File: config.mk
export PLATFORM = sky130hd
export DESIGN_NAME = multicycle_control_flat
export DESIGN_NICKNAME = d
export VERILOG_FILES = /design/src/rtl/multicycle_control_if.sv /design/src/rtl/multicycle_control.sv /design/src/flat_wrapper.sv
export SDC_FILE = /design/constraint.sdc
export NUM_CORES = 1
export LEC_CHECK = 0
export ABC_CLOCK_PERIOD_IN_PS = 1970
export CAP_MARGIN = 20
export CORE_AREA = 4 4 41 43
export CTS_BUF_LIST = sky130_fd_sc_hd__clkbuf_2
export DETAILED_ROUTE_END_ITERATION = 16
export DIE_AREA = 0 0 45 47
export DONT_BUFFER_PORTS = 1
export MAX_ROUTING_LAYER = met4
export PLACE_DENSITY = 0.68
export REMOVE_ABC_BUFFERS = 1
export SLEW_MARGIN = 40
export SYNTH_ARGS = -nofsm -noshare
export SYNTH_HDL_FRONTEND = slang
export SYNTH_SLANG_ARGS = --single-unit
File: constraint.sdc
create_clock -name clk -period 1.97 [get_ports clk]
set_input_delay 0.197 -clock clk [delete_from_list [all_inputs] [get_ports clk]]
set_output_delay 0.197 -clock clk [all_outputs]
set_load 0.005 [all_outputs]
File: src/rtl/multicycle_control_if.sv
// Control bundle between the multi-cycle F1 datapath (master) and its
// sequencing controller (slave).
interface multicycle_control_if;
  logic [6:0] opcode;
  logic [2:0] funct3;
  logic [6:0] funct7;
  logic       Zero;
  logic       mem_ready;
  logic       PCWrite;
  logic       IRWrite;
  logic       AdrSrc;
  logic       MemWrite;
  logic       RegWrite;
  logic [1:0] ResultSrc;
  logic [1:0] ALUsrcA;
  logic [1:0] ALUsrcB;
  logic [2:0] ALUMode;
  logic [2:0] ImmFormat;
  logic       illegal;
  logic [3:0] state;

  modport master (
    output opcode, funct3, funct7, Zero, mem_ready,
    input  PCWrite, IRWrite, AdrSrc, MemWrite, RegWrite, ResultSrc,
           ALUsrcA, ALUsrcB, ALUMode, ImmFormat, illegal, state
  );

  modport slave (
    input  opcode, funct3, funct7, Zero, mem_ready,
    output PCWrite, IRWrite, AdrSrc, MemWrite, RegWrite, ResultSrc,
           ALUsrcA, ALUsrcB, ALUMode, ImmFormat, illegal, state
  );
endinterface

File: src/rtl/multicycle_control.sv
// Multi-cycle F1 CPU sequencer: fetch/decode/execute/memory/writeback FSM.
// Define MEM_WAIT_EN to let mem_ready stall FETCH, MEMREAD and MEMWRITE.
module multicycle_control (
  input  logic                 clk,
  input  logic                 rst,
  multicycle_control_if.slave  bus
);
  typedef enum logic [3:0] {
    FETCH    = 4'd0,
    DECODE   = 4'd1,
    MEMADDR  = 4'd2,
    MEMREAD  = 4'd3,
    MEMWB    = 4'd4,
    MEMWRITE = 4'd5,
    EXECR    = 4'd6,
    EXECI    = 4'd7,
    ALUWB    = 4'd8,
    BRANCH   = 4'd9,
    JALR     = 4'd10,
    JAL      = 4'd11
  } state_t;

  localparam logic [6:0] OP_LOAD   = 7'h03;
  localparam logic [6:0] OP_STORE  = 7'h23;
  localparam logic [6:0] OP_R      = 7'h33;
  localparam logic [6:0] OP_I      = 7'h13;
  localparam logic [6:0] OP_LUI    = 7'h37;
  localparam logic [6:0] OP_AUIPC  = 7'h17;
  localparam logic [6:0] OP_BRANCH = 7'h63;
  localparam logic [6:0] OP_JALR   = 7'h67;
  localparam logic [6:0] OP_JAL    = 7'h6F;

  state_t     state_q;
  logic       illegal_q;
  logic       ready;
  logic       pc_write, ir_write, mem_write, reg_write, adr_src;
  logic [1:0] result_src, src_a, src_b;
  logic [2:0] alu_mode, imm_format;

`ifdef MEM_WAIT_EN
  logic unused_funct7;
  assign ready = bus.mem_ready;
  assign unused_funct7 = ^{bus.funct7[6], bus.funct7[4:0]};
`else
  logic unused_funct7;
  assign ready = 1'b1;
  assign unused_funct7 = ^{bus.funct7[6], bus.funct7[4:0], bus.mem_ready};
`endif

  always_ff @(posedge clk or posedge rst) begin
    if (rst) begin
      state_q   <= FETCH;
      illegal_q <= 1'b0;
    end else begin
      case (state_q)
        FETCH:    if (ready) state_q <= DECODE;
        DECODE: begin
          case (bus.opcode)
            OP_LOAD, OP_STORE: state_q <= MEMADDR;
            OP_R:              state_q <= EXECR;
            OP_I, OP_LUI:      state_q <= EXECI;
            OP_AUIPC:          state_q <= ALUWB;
            OP_BRANCH:         state_q <= BRANCH;
            OP_JALR:           state_q <= JALR;
            OP_JAL:            state_q <= JAL;
            default: begin
              state_q   <= FETCH;
              illegal_q <= 1'b1;
            end
          endcase
        end
        MEMADDR:  state_q <= (bus.opcode == OP_STORE) ? MEMWRITE : MEMREAD;
        MEMREAD:  if (ready) state_q <= MEMWB;
        MEMWRITE: if (ready) state_q <= FETCH;
        EXECR, EXECI, JAL: state_q <= ALUWB;
        JALR:     state_q <= JAL;
        default:  state_q <= FETCH;
      endcase
    end
  end

  // Controls must react to mem_ready/Zero in the same cycle, so they are decoded from the state register.
  always_comb begin
    pc_write   = 1'b0;
    ir_write   = 1'b0;
    mem_write  = 1'b0;
    reg_write  = 1'b0;
    adr_src    = 1'b0;
    result_src = 2'd0;
    src_a      = 2'd0;
    src_b      = 2'd0;
    alu_mode   = 3'd0;
    imm_format = 3'd0;
    case (state_q)
      FETCH: begin
        src_b      = 2'd2;
        result_src = 2'd2;
        pc_write   = ready;
        ir_write   = ready;
      end
      DECODE: begin
        src_a = 2'd1;
        src_b = 2'd1;
        case (bus.opcode)
          OP_JAL:   imm_format = 3'd3;
          OP_AUIPC: imm_format = 3'd2;
          default:  imm_format = 3'd1;
        endcase
      end
      MEMADDR: begin
        src_a      = 2'd2;
        src_b      = 2'd1;
        imm_format = (bus.opcode == OP_STORE) ? 3'd4 : 3'd0;
      end
      MEMREAD: adr_src = 1'b1;
      MEMWB: begin
        result_src = 2'd1;
        reg_write  = 1'b1;
      end
      MEMWRITE: begin
        adr_src   = 1'b1;
        mem_write = 1'b1;
      end
      EXECR: begin
        src_a = 2'd2;
        case (bus.funct3)
          3'd0:    alu_mode = bus.funct7[5] ? 3'd1 : 3'd0;
          3'd6:    alu_mode = 3'd3;
          3'd7:    alu_mode = 3'd2;
          default: alu_mode = 3'd0;
        endcase
      end
      EXECI: begin
        src_a = 2'd2;
        src_b = 2'd1;
        if (bus.opcode == OP_LUI) begin
          imm_format = 3'd2;
          alu_mode   = 3'd7;
        end else begin
          case (bus.funct3)
            3'd1:    alu_mode = 3'd5;
            3'd4:    alu_mode = 3'd4;
            3'd5:    alu_mode = 3'd6;
            3'd7:    alu_mode = 3'd2;
            default: alu_mode = 3'd0;
          endcase
        end
      end
      ALUWB: reg_write = 1'b1;
      BRANCH: begin
        src_a    = 2'd2;
        alu_mode = 3'd1;
        case (bus.funct3)
          3'd0:    pc_write = bus.Zero;
          3'd1:    pc_write = ~bus.Zero;
          default: pc_write = 1'b0;
        endcase
      end
      JALR: begin
        src_a = 2'd2;
        src_b = 2'd1;
      end
      JAL: begin
        pc_write = 1'b1;
        src_a    = 2'd1;
        src_b    = 2'd2;
      end
      default: ;
    endcase
  end

  // Strobes are masked by reset directly so nothing fires while reset is held.
  assign bus.PCWrite   = pc_write  & ~rst;
  assign bus.IRWrite   = ir_write  & ~rst;
  assign bus.MemWrite  = mem_write & ~rst;
  assign bus.RegWrite  = reg_write & ~rst;
  assign bus.AdrSrc    = adr_src;
  assign bus.ResultSrc = result_src;
  assign bus.ALUsrcA   = src_a;
  assign bus.ALUsrcB   = src_b;
  assign bus.ALUMode   = alu_mode;
  assign bus.ImmFormat = imm_format;
  assign bus.illegal   = illegal_q;
  assign bus.state     = state_q;
endmodule

File: src/flat_wrapper.sv
// flat-port wrapper written by rule: the top's interface ports become plain ports
module multicycle_control_flat 
  (clk, rst, bus_opcode, bus_funct3, bus_funct7, bus_Zero, bus_mem_ready, bus_PCWrite, bus_IRWrite, bus_AdrSrc, bus_MemWrite, bus_RegWrite, bus_ResultSrc, bus_ALUsrcA, bus_ALUsrcB, bus_ALUMode, bus_ImmFormat, bus_illegal, bus_state);
  multicycle_control_if bus_i ();
  input  logic clk;
  input  logic rst;
  input wire logic [$bits(bus_i.opcode)-1:0] bus_opcode;
  input wire logic [$bits(bus_i.funct3)-1:0] bus_funct3;
  input wire logic [$bits(bus_i.funct7)-1:0] bus_funct7;
  input wire logic [$bits(bus_i.Zero)-1:0] bus_Zero;
  input wire logic [$bits(bus_i.mem_ready)-1:0] bus_mem_ready;
  output wire logic [$bits(bus_i.PCWrite)-1:0] bus_PCWrite;
  output wire logic [$bits(bus_i.IRWrite)-1:0] bus_IRWrite;
  output wire logic [$bits(bus_i.AdrSrc)-1:0] bus_AdrSrc;
  output wire logic [$bits(bus_i.MemWrite)-1:0] bus_MemWrite;
  output wire logic [$bits(bus_i.RegWrite)-1:0] bus_RegWrite;
  output wire logic [$bits(bus_i.ResultSrc)-1:0] bus_ResultSrc;
  output wire logic [$bits(bus_i.ALUsrcA)-1:0] bus_ALUsrcA;
  output wire logic [$bits(bus_i.ALUsrcB)-1:0] bus_ALUsrcB;
  output wire logic [$bits(bus_i.ALUMode)-1:0] bus_ALUMode;
  output wire logic [$bits(bus_i.ImmFormat)-1:0] bus_ImmFormat;
  output wire logic [$bits(bus_i.illegal)-1:0] bus_illegal;
  output wire logic [$bits(bus_i.state)-1:0] bus_state;
  assign bus_i.opcode = bus_opcode;
  assign bus_i.funct3 = bus_funct3;
  assign bus_i.funct7 = bus_funct7;
  assign bus_i.Zero = bus_Zero;
  assign bus_i.mem_ready = bus_mem_ready;
  assign bus_PCWrite = bus_i.PCWrite;
  assign bus_IRWrite = bus_i.IRWrite;
  assign bus_AdrSrc = bus_i.AdrSrc;
  assign bus_MemWrite = bus_i.MemWrite;
  assign bus_RegWrite = bus_i.RegWrite;
  assign bus_ResultSrc = bus_i.ResultSrc;
  assign bus_ALUsrcA = bus_i.ALUsrcA;
  assign bus_ALUsrcB = bus_i.ALUsrcB;
  assign bus_ALUMode = bus_i.ALUMode;
  assign bus_ImmFormat = bus_i.ImmFormat;
  assign bus_illegal = bus_i.illegal;
  assign bus_state = bus_i.state;
  multicycle_control u_core (.clk(clk), .rst(rst), .bus(bus_i));
endmodule
==> results, run 1 <==
- In this run the critical register-to-register path is launched from u_core.bus.state[0]$_DFF_PP0_.
- In the final routed layout, each cell accounts on average for 14.3 µm.
- Of the post-synthesis cell area, the dominant cell type holds 0.179.
- The fraction of power spent switching nets is 0.440.
- Setup violations remaining at the end of the flow were counted as 0.
- Of the total power, combinational logic draws 0.570.
- The worst relative slew slack is 0.656.
- The most frequently used cell type in the post-synthesis netlist is sky130_fd_sc_hd__nor2_1.
- The async set-reset flop share out of synthesis is 1.00.
- Input and output buffers added on the ports amount to 0.
- The number of placed I/O pins is 43.
- The type of the setup path with the least slack is reg2out.
- Sorting the synthesized cells by area gives the leading types as sky130_fd_sc_hd__dfrtp_1 18%, sky130_fd_sc_hd__nor2_1 6.4%, sky130_fd_sc_hd__o21ai_0 4.3%.
- The root cell of the clock tree is sky130_fd_sc_hd__clkbuf_2.
- The total global routing overflow is 0.
- The xor/xnor share of the synthesized area is 0.0250.
- The largest incremental delay on the critical path is 0.52 ns.
- The multiplexer area fraction after synthesis is 0.0161.
- At the worst endpoint, the arrival time is 1.55 ns.
- The post-synthesis to final-layout area growth is 7.14%.
- The critical path capture point type is an output pin.
- The kind of path behind the tightest hold check is in2reg.
- The number of detailed-route iterations in the first pass is 4.
- The number of synthesized flops with an enable pin is 0.
- The final routed DRC violation total is 0.
- The worst hold path begins at bus_opcode[0].
- The most used flip-flop cell after synthesis is sky130_fd_sc_hd__dfrtp_1.
- The internal cell power is 0.000322 W.
- The flow ran to the end, and the final reports show no timing, DRC or antenna violations.
- The number of warnings printed during yosys synthesis is 0.
- The total of cells resized after clock tree synthesis is 0.
- The analysis attributes to net switching a power of 0.000253 W.
- For the worst setup path, the data required time is 1.77 ns.
- The number of global-route vias before repair came to 654.
- The clock reaches the later pin of the worst-skew pair after 0.21 ns.
- In this run the worst path has a maximum fanout of 10.
- For the final database, setup skew stands at 0.00359 ns.
- The worst hold path passes through 2 cells.
- The hold violation total from the final report is 0.
- The total standard cell area after synthesis is 701 µm².
- The share of the clock period used by the worst path is 0.888.
- Power spread over the standard cell area amounts to 766 nW/µm².
- The starting utilization of the core area is 0.538.
- The critical path launch point type is a register.
- The post-synthesis instance total is 100.
- Counting both buffers and inverters, the worst setup path holds a total of 0.
- Setup repair after global routing left no endpoint under its margin.
- The slowest cell on the critical path is sky130_fd_sc_hd__dfrtp_1.
- Across the VDD grid, the largest voltage drop is 0.000315 V.
- The arithmetic-cell share of the synthesized area counting full adders, half adders and majority gates is 0.
- The worst hold endpoint is u_core.bus.illegal$_DFFE_PP0P_.
- The final period demand of the worst path is 1.75 ns.
- For the worst flop-to-flop path, the logic depth is 4.
- The achievable clock frequency is 572 MHz.
- Summed over all instances, the cell type with the most area after synthesis is sky130_fd_sc_hd__dfrtp_1.
- The initial antenna violation count is 0.
- The complex-gate fraction of the synthesized area is 0.289.
- After synthesis, the most frequently instantiated cells are 12 x sky130_fd_sc_hd__nor2_1, 8 x sky130_fd_sc_hd__nand2_1, 6 x sky130_fd_sc_hd__o21ai_0.
- Walking the worst path, the cells encountered are nor4b_2 > nand3_1 > nor2_1 > a21o_1.
- The via-per-instance ratio is 6.20.
- The row count is 13.
- The die area is 2120 µm².
- The CTS tree is yes.
- The routed layout has 732 vias.
- The actual transition at the worst max-transition pin is 0.509 ns.
- The die height is 47 µm.
- Routability-driven placement finished with a final weighted congestion of 0.833.
- The post-synthesis sequential element count is 5.
- From left edge to right edge, the die measures 45 µm.
- The area of the core region is 1300 µm².
- After synthesis, the largest family of logic cells by area is simple AND/OR/NAND/NOR gates.
- The setup check on the worst reg-to-reg path leaves a slack of 0.39 ns.
- The kind of cell with the highest combined delay on the critical path is simple AND/OR/NAND/NOR gates.
- The total cell area at the placement stage is 721 µm².
- The final instance area is 751 µm².
- Summed over all cells, the static leakage comes to 0.322 nW.
- In this run the number of H-tree levels came out at 1.
- Dividing the synthesized area by the synthesized cell count gives 7.01 µm².
- Counting every sink on the clock net gives 5.
- The total global-route track usage is 0.181.
- The share of total power dissipated in sequential elements is 0.270.
- The sequential element share of the synthesized area is 0.179.
- In this run the critical register-to-register path is captured at u_core.bus.state[2]$_DFF_PP0_.
- The wire length of the first global-routing pass is 2780 µm.
- The basic-gate share of the synthesized area counting and, or, nand and nor cells is 0.413.
- After the first detailed-routing iteration, the DRC count stood at 12.
- The count of nets left with antenna violations once routing finished came out at 0.
- The number of max-slew violations in the final report is 0.
- The clock share of power is 0.160.
- The fraction of final layout cells sized beyond drive strength 1 is 0.165.
- The number of antenna diodes in the final layout is 0.
- The maximum number of pins on one net before global-route repair is 18.
- Buffers inserted during clock tree synthesis total 3.
- The number of max-cap violations is 0.
- After clock tree synthesis, the setup repair step added 0 buffers.
- After clock tree synthesis, the clock-pin slew on the worst setup and hold paths is 0.06 ns.
- Detailed placement ended at an HPWL of 1340 µm.
- The final layout contains 125 nets.
- The final routed wirelength across all metal layers is 1690 µm.
- The total negative setup slack is 0 ns.
- Counting along the longest clock path gives a buffer depth of 2.
- The count of distinct cell types in the synthesized netlist is 43.
## what timing repair did
item / in CTS / in global routing
hold endpoints to repair: 5 / 0
hold buffers: 1 / 0
setup endpoints to repair: 0 / 0
## logic make-up after synthesis
family | Yosys count
and+or+nand+nor | 50
AOI/OAI and AO/OA | 30
buffers and inverters | 12
DFF | 5
xor gates and xnor gates | 2
muxes | 1
## through the flow
step,power (W),cells,utilization,setup WS [ns],hold slack [ns]
2_1_floorplan,0.000384,93,-,0.426,-0.0245
3_3_place_gp,0.000479,113,0.554,0.406,-0.00817
3_5_place_dp,0.000487,113,0.554,0.433,-0.00708
4_1_cts,0.000581,118,0.577,0.203,0.202
5_1_grt,0.000627,118,0.577,0.0907,0.213
6_report,0.000575,118,0.577,0.221,0.211
## metal layers
layer	track usage	part of all wire	vias to the layer above
met3	0.0345	0.085	0
li1	-	-	375
met5	-	0	-
met4	0.0877	0	0
met1	0.238	0.46	330
met2	0.263	0.46	27
## cell type report
cell class	instances	area, µm²
Sequential cell	5	125
Clock buffer	4	20.0
Timing Repair Buffer	6	47.5
Multi-Input combinational cell	83	520
Fill cell	125	551
Inverter	5	18.8
Tap cell	15	18.8
## cell usage in the layout, fill, tap and decap left out, types with 2 or more instances in the layout
cell                       netlist  layout
sky130_fd_sc_hd__o22ai_1         3       3
sky130_fd_sc_hd__and3_1          3       3
sky130_fd_sc_hd__buf_4           0       5
sky130_fd_sc_hd__clkbuf_2        0       4
sky130_fd_sc_hd__nor3_1          4       4
sky130_fd_sc_hd__a211oi_1        3       3
sky130_fd_sc_hd__o21ai_0         6       6
sky130_fd_sc_hd__inv_1           5       5
sky130_fd_sc_hd__a21oi_1         5       5
sky130_fd_sc_hd__nand4_1         2       2
sky130_fd_sc_hd__dfrtp_1         5       5
sky130_fd_sc_hd__a21o_1          4       4
sky130_fd_sc_hd__a31o_2          2       2
sky130_fd_sc_hd__nand3_1         2       2
sky130_fd_sc_hd__nand2b_1        3       3
sky130_fd_sc_hd__nor2_1         12      12
sky130_fd_sc_hd__and2_1          2       2
sky130_fd_sc_hd__nand2_1         8       8
## worst max-delay path by stage
stage / to / depth (start not counted) / slack, ns / start
6_report: bus_ImmFormat[1] / 4 / 0.22 / u_core.bus.state[0]$_DFF_PP0_
5_1_grt: bus_ImmFormat[1] / 4 / 0.09 / u_core.bus.state[0]$_DFF_PP0_
4_1_cts: bus_ImmFormat[1] / 4 / 0.20 / u_core.bus.state[0]$_DFF_PP0_
3_5_place_dp: u_core.bus.state[2]$_DFF_PP0_ / 4 / 0.43 / u_core.bus.state[0]$_DFF_PP0_
3_3_place_gp: u_core.bus.state[2]$_DFF_PP0_ / 4 / 0.41 / u_core.bus.state[0]$_DFF_PP0_
2_1_floorplan: bus_ImmFormat[1] / 4 / 0.43 / u_core.bus.state[0]$_DFF_PP0_
## flip-flops by register name, summed over array words and instances, names as in the netlist
register	flops
u_core.bus.state	4
u_core.bus.illegal	1
## power groups by stage
| stage | Sequential, W | Clock [W] | Combinational (W) |
|---|---|---|---|
| detailed placement | 0.000157 | 0 | 0.000330 |
| global placement | 0.000156 | 0 | 0.000324 |
| floorplan | 0.000174 | 0 | 0.000210 |
| global route | 0.000159 | 0.000101 | 0.000367 |
| CTS | 0.000155 | 0.0000938 | 0.000333 |
| finish | 0.000156 | 0.0000919 | 0.000328 |
Power figures use the tool's default switching activity.
==> run 2, diff against run 1 <==
--- a/config.mk
+++ b/config.mk
@@ -5,7 +5,7 @@
 export SDC_FILE = /design/constraint.sdc
 export NUM_CORES = 1
 export LEC_CHECK = 0
-export ABC_CLOCK_PERIOD_IN_PS = 1970
+export ABC_CLOCK_PERIOD_IN_PS = 1900
 export CAP_MARGIN = 20
 export CORE_AREA = 4 4 41 43
 export CTS_BUF_LIST = sky130_fd_sc_hd__clkbuf_2
==> constraint.sdc (replaced) <==
create_clock -name clk -period 1.9 [get_ports clk]
set_input_delay 0.19 -clock clk [delete_from_list [all_inputs] [get_ports clk]]
set_output_delay 0.19 -clock clk [all_outputs]
set_load 0.005 [all_outputs]
==> results, run 2 (synthesis gave the netlist of run 1 again) <==
- The fraction of power spent switching nets is 0.439 (-0.000540).
- The portion of total power attributed to combinational logic came to 0.598 (+0.028).
- The number of max-slew violations in the final report is 0 (unchanged).
- The row count came to 13 (unchanged).
- The net load switching power was 0.000263 W (+3.8%).
- The total area of multi-input combinational cells came to 520 µm² (unchanged).
- The worst relative slew slack was 0.653 (-0.00296).
- The share of the clock period used by the worst path is 0.881.
- The worst setup path is launched from a register.
- The maximum buffer depth of the clock tree is 2 (unchanged).
- The count of vias placed by the detailed router is 735 (+0.41%).
- The total global-route track usage came to 0.181 (+0.000524).
- The total of cells resized after clock tree synthesis came to 0 (unchanged).
- The final period demand of the worst path is 1.67 ns.
- The number of flip-flops under the largest register name is 4 (unchanged).
- The wire length per cell after detailed routing is 14.9 µm (+4.1%).
- The initial antenna violation count is 0 (unchanged).
- The total global routing overflow came to 0 (unchanged).
- The final routed wirelength across all metal layers was 1760 µm (+4.1%).
- The total chip power came to 0.000598 W (+3.9%).
- The non-filler instance count after layout is 118 (unchanged).
- The post-synthesis to final-layout area growth came to 7.14% (unchanged).
- The most frequent standard cell in the layout excluding fill and tap cells is sky130_fd_sc_hd__nor2_1.
- The number of buffers added by the clock tree synthesis step was 3 (unchanged).
- The count of H-tree levels built during CTS is 1 (unchanged).
- The root cell of the clock tree is sky130_fd_sc_hd__clkbuf_2.
- The antenna diode count is 0 (unchanged).
- The area of the core region is 1300 µm² (unchanged).
- In the layout the commonest cells are 12 x sky130_fd_sc_hd__nor2_1, 8 x sky130_fd_sc_hd__nand2_1, 6 x sky130_fd_sc_hd__o21ai_0.
- The x dimension of the die came to 45 µm (unchanged).
- The data arrival time at the worst-slack endpoint is 1.48 ns (-0.07 ns).
- The via-per-instance ratio is 6.23 (+0.41%).
- The number of max-cap violations is 0 (unchanged).
- The clock latency on the worst-skew pair was 0.21 ns (about the same).
- The highest net fanout along the worst path is 7 (-3).
- The clock transition time at the flip-flop clock pins of the worst setup and hold paths came to 0.06 ns (about the same).
- The beginning of the worst register-to-register path is u_core.bus.state[3]$_DFF_PP0_.
- The final instance area came to 751 µm² (unchanged).
- The clock share of power came to 0.160 (about the same).
- The final-report setup violation count was 0 (unchanged).
- The worst-case reg-to-reg path depth is 4 (unchanged).
- The worst supply voltage drop on vdd was 0.000297 V (-6.0%).
- The number of nets in the finished design is 125 (unchanged).
- The hold violation total from the final report is 0 (unchanged).
- The maximum number of pins on one net before global-route repair was 18 (unchanged).
- TritonCTS built the clock tree.
- The number of DRC markers after the initial detailed-route iteration is 25 (+13).
- The flip-flop and latch area was 125 µm² (unchanged).
- The die height is 47 µm (unchanged).
- Following the worst setup path forward leads to its endpoint at bus_ImmFormat[1].
- The relative contribution of sequential cells to total power is 0.243 (-0.027).
- The critical path startpoint is u_core.bus.state[3]$_DFF_PP0_.
- The port buffer count is 0 (unchanged).
- The detailed placement HPWL was 1350 µm (+0.70%).
- The total setup buffers inserted after CTS was 0 (unchanged).
- The number of placed I/O pins was 43 (unchanged).
- The achievable clock frequency is 598 MHz.
- The critical path capture point type is an output pin.
- The static power due to leakage is 0.322 nW (unchanged).
- The final routed DRC violation total is 0 (unchanged).
- The critical path required time is 1.71 ns (-0.06 ns).
- The wire length of the first global-routing pass is 2820 µm (+1.5%).
- The fraction of final layout cells sized beyond drive strength 1 was 0.165 (unchanged).
- The starting utilization of the core area is 0.538 (unchanged).
- The tightest min-delay check is of the in2reg type.
- The number of global-route vias before repair came to 644 (-1.5%).
- The total clock sinks is 5 (unchanged).
- The internal cell power came to 0.000335 W (+4.0%).
- The number of detailed-route iterations in the first pass is 4 (unchanged).
- The worst register-to-register path ends at u_core.bus.state[2]$_DFF_PP0_.
- The number of fill cells in the layout is 142 (+14%).
- The total negative setup slack is 0 ns (unchanged).
- The worst-case register-to-register setup slack is 0.36 ns (-0.03 ns).
- The routability-driven placement congestion ratio is 0.816 (-2.1%).
- The final antenna-violating net count is 0 (unchanged).
- The tightest hold margin is 0.198 ns (-0.0130 ns).
- The actual transition at the worst max-transition pin is 0.514 ns (+0.00438 ns).
- The total cell area at the placement stage is 721 µm² (unchanged).
- The largest clock skew in the final design is 0.00535 ns (+0.00176 ns).
- The number of placed instances with taps included is 113 (unchanged).
- The type of the setup path with the least slack is reg2out.
- The run finished with clean final reports.
- The die area came to 2120 µm² (unchanged).
- The total of hold buffers inserted after clock tree synthesis is 1 (unchanged).
- Setup repair after global routing left no endpoint under its margin.
- The power density over cell area is 796 nW/µm² (+3.9%).
[run 2: cell counts in the layout (fill, tap and decap cells not counted)]
Identical to the previous run, type by type.
[run 2: worst min-delay path by stage]
stage                       start                              to  slack (ns)  depth (start not counted)
finish              bus_opcode[2]   u_core.bus.state[1]$_DFF_PP0_        0.20                          2
global route        bus_opcode[2]   u_core.bus.state[1]$_DFF_PP0_        0.22                          2
global placement              rst   u_core.bus.state[3]$_DFF_PP0_       -0.02                          1
detailed placement            rst   u_core.bus.state[3]$_DFF_PP0_       -0.01                          1
CTS                 bus_opcode[2]   u_core.bus.state[1]$_DFF_PP0_        0.19                          2
floorplan                     rst  u_core.bus.illegal$_DFFE_PP0P_       -0.03                          1
[run 2: layout make-up]
type,count,share of cell area
multi-input cells,83,0.693
inverters,5,0.0250
flip-flops and latches,5,0.167
well taps,15,0.0250
repair buffers,6,0.0633
clock buffers,4,0.0267
[run 2: worst max-delay path, stage by stage, from the launching register on]
cell	delay (ns)
sky130_fd_sc_hd__dfrtp_1	0.47
sky130_fd_sc_hd__nor4b_2	0.32
sky130_fd_sc_hd__nand3_1	0.21
sky130_fd_sc_hd__nor2_1	0.13
sky130_fd_sc_hd__a21o_1	0.14
[run 2: metal layers]
metal	vias up	wire length [µm]	global-route usage	share of wire
met5	-	0	-	0
met4	0	0	0.0877	0
met3	0	170	0.0383	0.097
met2	32	792	0.257	0.45
met1	326	797	0.242	0.45
li1	377	-	-	-
[run 2: power by group through the flow]
stage | clock network, W | logic, W | registers (W)
2_1_floorplan | 0 | 0.000218 | 0.000181
3_3_place_gp | 0 | 0.000352 | 0.000146
3_5_place_dp | 0 | 0.000358 | 0.000147
4_1_cts | 0.0000990 | 0.000361 | 0.000146
5_1_grt | 0.000106 | 0.000404 | 0.000148
6_report | 0.0000956 | 0.000357 | 0.000145
[run 2: metrics by stage]
step / setup WS (ns) / util
after detailed placement: 0.398 / 0.554
after floorplan: 0.363 / -
after global routing: 0.0461 / 0.577
final: 0.227 / 0.577
after global placement: 0.364 / 0.554
after CTS: 0.199 / 0.577
==> run 3, diff against run 2 <==
--- a/config.mk
+++ b/config.mk
@@ -6,14 +6,14 @@
 export NUM_CORES = 1
 export LEC_CHECK = 0
 export ABC_CLOCK_PERIOD_IN_PS = 1900
+export BUFFER_PORTS_ARGS = -buffer_cell sky130_fd_sc_hd__buf_4
 export CAP_MARGIN = 20
-export CORE_AREA = 4 4 41 43
+export CORE_MARGIN = 4
+export CORE_UTILIZATION = 44
 export CTS_BUF_LIST = sky130_fd_sc_hd__clkbuf_2
 export DETAILED_ROUTE_END_ITERATION = 16
-export DIE_AREA = 0 0 45 47
-export DONT_BUFFER_PORTS = 1
 export MAX_ROUTING_LAYER = met4
-export PLACE_DENSITY = 0.68
+export PLACE_DENSITY = 0.82
 export REMOVE_ABC_BUFFERS = 1
 export SLEW_MARGIN = 40
 export SYNTH_ARGS = -nofsm -noshare
==> results, run 3 (synthesis gave the netlist of run 1 again) <==
- The number of max-cap violations is 0 (unchanged).
- The total global-route track usage is 0.195 (+0.0139).
- The initial antenna violation count is 0 (unchanged).
- The detailed placement HPWL is 1630 µm (+21%).
- The wire length of the first global-routing pass is 3170 µm (+12%).
- The achievable clock frequency is 562 MHz (-5.9%).
- The worst relative slew slack is 0.657 (+0.00411).
- The actual transition at the worst max-transition pin is 0.508 ns (-0.00608 ns).
- The total clock sinks is 5 (unchanged).
- The final antenna-violating net count is 0 (unchanged).
- The largest clock skew in the final design is 0.00525 ns (-0.0000987 ns).
- The die area is 2290 µm² (+8.5%).
- The clock latency on the worst-skew pair came to 0.23 ns (+0.02 ns).
- The maximum number of pins on one net before global-route repair came to 16 (-2).
- The CTS tree is yes.
- The clock transition time at the flip-flop clock pins of the worst setup and hold paths is 0.07 ns (about the same).
- The non-filler instance count after layout is 155 (+31%).
- The highest net fanout along the worst path was 6 (-1).
- The port buffer count is 35 (+35).
- In the layout the commonest cells are 41 x sky130_fd_sc_hd__buf_4, 12 x sky130_fd_sc_hd__nor2_1, 8 x sky130_fd_sc_hd__nand2_1.
- The area of the core region was 1510 µm² (+16%).
- The total area of multi-input combinational cells is 526 µm² (+0.96%).
- The x dimension of the die is 47.9 µm (+6.5%).
- The row count is 14 (+1).
- Setup repair after global routing left no endpoint under its margin.
- The number of flip-flops under the largest register name is 4 (unchanged).
- The share of the clock period used by the worst path is 0.936 (+0.0552).
- The worst supply voltage drop on vdd is 0.000430 V (+45%).
- The final period demand of the worst path is 1.78 ns (+0.105 ns).
- STA classifies the critical path startpoint as a register.
- The number of nets in the finished design is 161 (+29%).
- The total negative setup slack is 0 ns (unchanged).
- The type of the setup path with the least slack is reg2out.
- The run finished with clean final reports.
- The total global routing overflow is 0 (unchanged).
- The starting utilization of the core area was 0.465 (-0.0733).
- The final-report setup violation count came to 0 (unchanged).
- The tightest min-delay check is of the in2reg type.
- The number of placed I/O pins is 43 (unchanged).
- The final routed wirelength across all metal layers is 2080 µm (+18%).
- The die height is 47.9 µm (+1.9%).
- The number of global-route vias before repair is 745 (+16%).
- The final routed DRC violation total is 0 (unchanged).
- The slowest stage of the critical path is the sky130_fd_sc_hd__dfrtp_1 cell.
- The power density over cell area was 786 nW/µm² (-1.2%).
- The maximum buffer depth of the clock tree is 2 (unchanged).
- The number of max-slew violations in the final report is 0 (unchanged).
- The static power due to leakage is 0.504 nW (+57%).
- Walking the worst path, the cells encountered are nor2b_1 > and2_1 > and3_1 > a31o_2 > buf_4.
- The number of placed instances with taps included is 150 (+33%).
- The post-synthesis to final-layout area growth is 46.6%.
- The number of detailed-route iterations in the first pass is 4 (unchanged).
- The number of buffers added by the clock tree synthesis step was 3 (unchanged).
- The antenna diode count was 0 (unchanged).
- The largest incremental delay on the critical path is 0.44 ns (-0.03 ns).
- The source of the worst hold timing path is bus_opcode[0].
- The number of DRC markers after the initial detailed-route iteration is 10 (-60%).
- The wire length per cell after detailed routing is 13.4 µm (-9.9%).
- The library cell used most frequently in the layout, excluding fill and tap cells, is sky130_fd_sc_hd__buf_4.
- The hold violation total from the final report is 0 (unchanged).
- The via-per-instance ratio is 5.71 (-8.3%).
- The number of fill cells in the layout came to 145 (+2.1%).
- The routability-driven placement congestion ratio is 0.864 (+6.0%).
- The root cell of the clock tree is sky130_fd_sc_hd__clkbuf_2.
- In this run the worst setup path begins at u_core.bus.state[2]$_DFF_PP0_.
- The count of vias placed by the detailed router is 885 (+20%).
- The flip-flop and latch area is 125 µm² (unchanged).
- The critical path required time came to 1.71 ns (about the same).
- The count of H-tree levels built during CTS came to 1 (unchanged).
- The data arrival time at the worst-slack endpoint is 1.59 ns (+0.11 ns).
- The critical path capture point type is an output pin.
- The worst register-to-register path begins at u_core.bus.state[2]$_DFF_PP0_.
- The worst-case register-to-register setup slack is 0.36 ns (about the same).
- The fraction of final layout cells sized beyond drive strength 1 came to 0.388 (+0.223).
==> run 3: cell types whose count changed in the layout (fill, tap and decap cells not counted), sizes merged <==
cell | before | now
buf | 5 | 41
clkbuf | 4 | 3
clkinv | 0 | 1
==> run 3: repair_timing <==
action | 4_1_cts | 5_1_grt
resized for setup | 0 | 1
hold buffers | 1 | 0
endpoints found under the setup margin | 0 | 1
hold endpoints to repair | 5 | 0
setup buffers | 0 | 0
==> run 3: power by group <==
group	total (W)	internal, W	switching (W)
logic	0.000569	0.000307	0.000262
clock network	0.0000993	0.0000475	0.0000517
registers	0.000140	0.000123	0.0000162
==> run 3: stage by stage <==
step	hold WS (ns)	instance area (µm²)	utilization	power, W	worst slack (ns)
after floorplan	-0.0315	664	-	0.000399	0.363
after CTS	0.314	1020	0.679	0.000805	0.103
after detailed placement	0.126	992	0.659	0.000701	0.357
final	0.306	1030	0.682	0.000808	0.122
after global placement	0.124	992	0.659	0.000689	0.382
after global routing	0.317	1030	0.682	0.000884	0.0126
==> run 3: worst max-delay path, delay by kind of cell (launching register included) <==
family	cells	cell delay (ns)
AO/OA/AOI/OAI	1	0.21
buffers and inverters	1	0.13
flip-flops	1	0.44
AND/OR/NAND/NOR	3	0.58
==> run 3: path summary, 6_finish.rpt <==
check	endpoint	cells after the start
hold reg to reg	u_core.bus.illegal$_DFFE_PP0P_	1
hold / removal	u_core.bus.state[1]$_DFF_PP0_	3
setup reg to reg	u_core.bus.state[2]$_DFF_PP0_	4
min in group asynchronous	u_core.bus.state[0]$_DFF_PP0_	3
max in group asynchronous	u_core.bus.state[2]$_DFF_PP0_	3
setup / recovery	bus_ALUMode[1]	5
==> run 3: layer usage <==
| layer | GRT usage | vias to the layer above | part of all wire |
|---|---|---|---|
| li1 | - | 449 | - |
| met1 | 0.233 | 396 | 0.42 |
| met2 | 0.332 | 32 | 0.49 |
| met3 | 0.0451 | 8 | 0.082 |
| met4 | 0.0376 | 0 | 0.011 |
| met5 | - | - | 0 |
==> run 3: layout make-up <==
type,instances,area share
Timing Repair Buffer,42,0.309
Clock buffer,3,0.0146
Sequential cell,5,0.122
Tap cell,16,0.0195
Multi-Input combinational cell,83,0.512
Inverter,5,0.0183
Clock inverter,1,0.00487
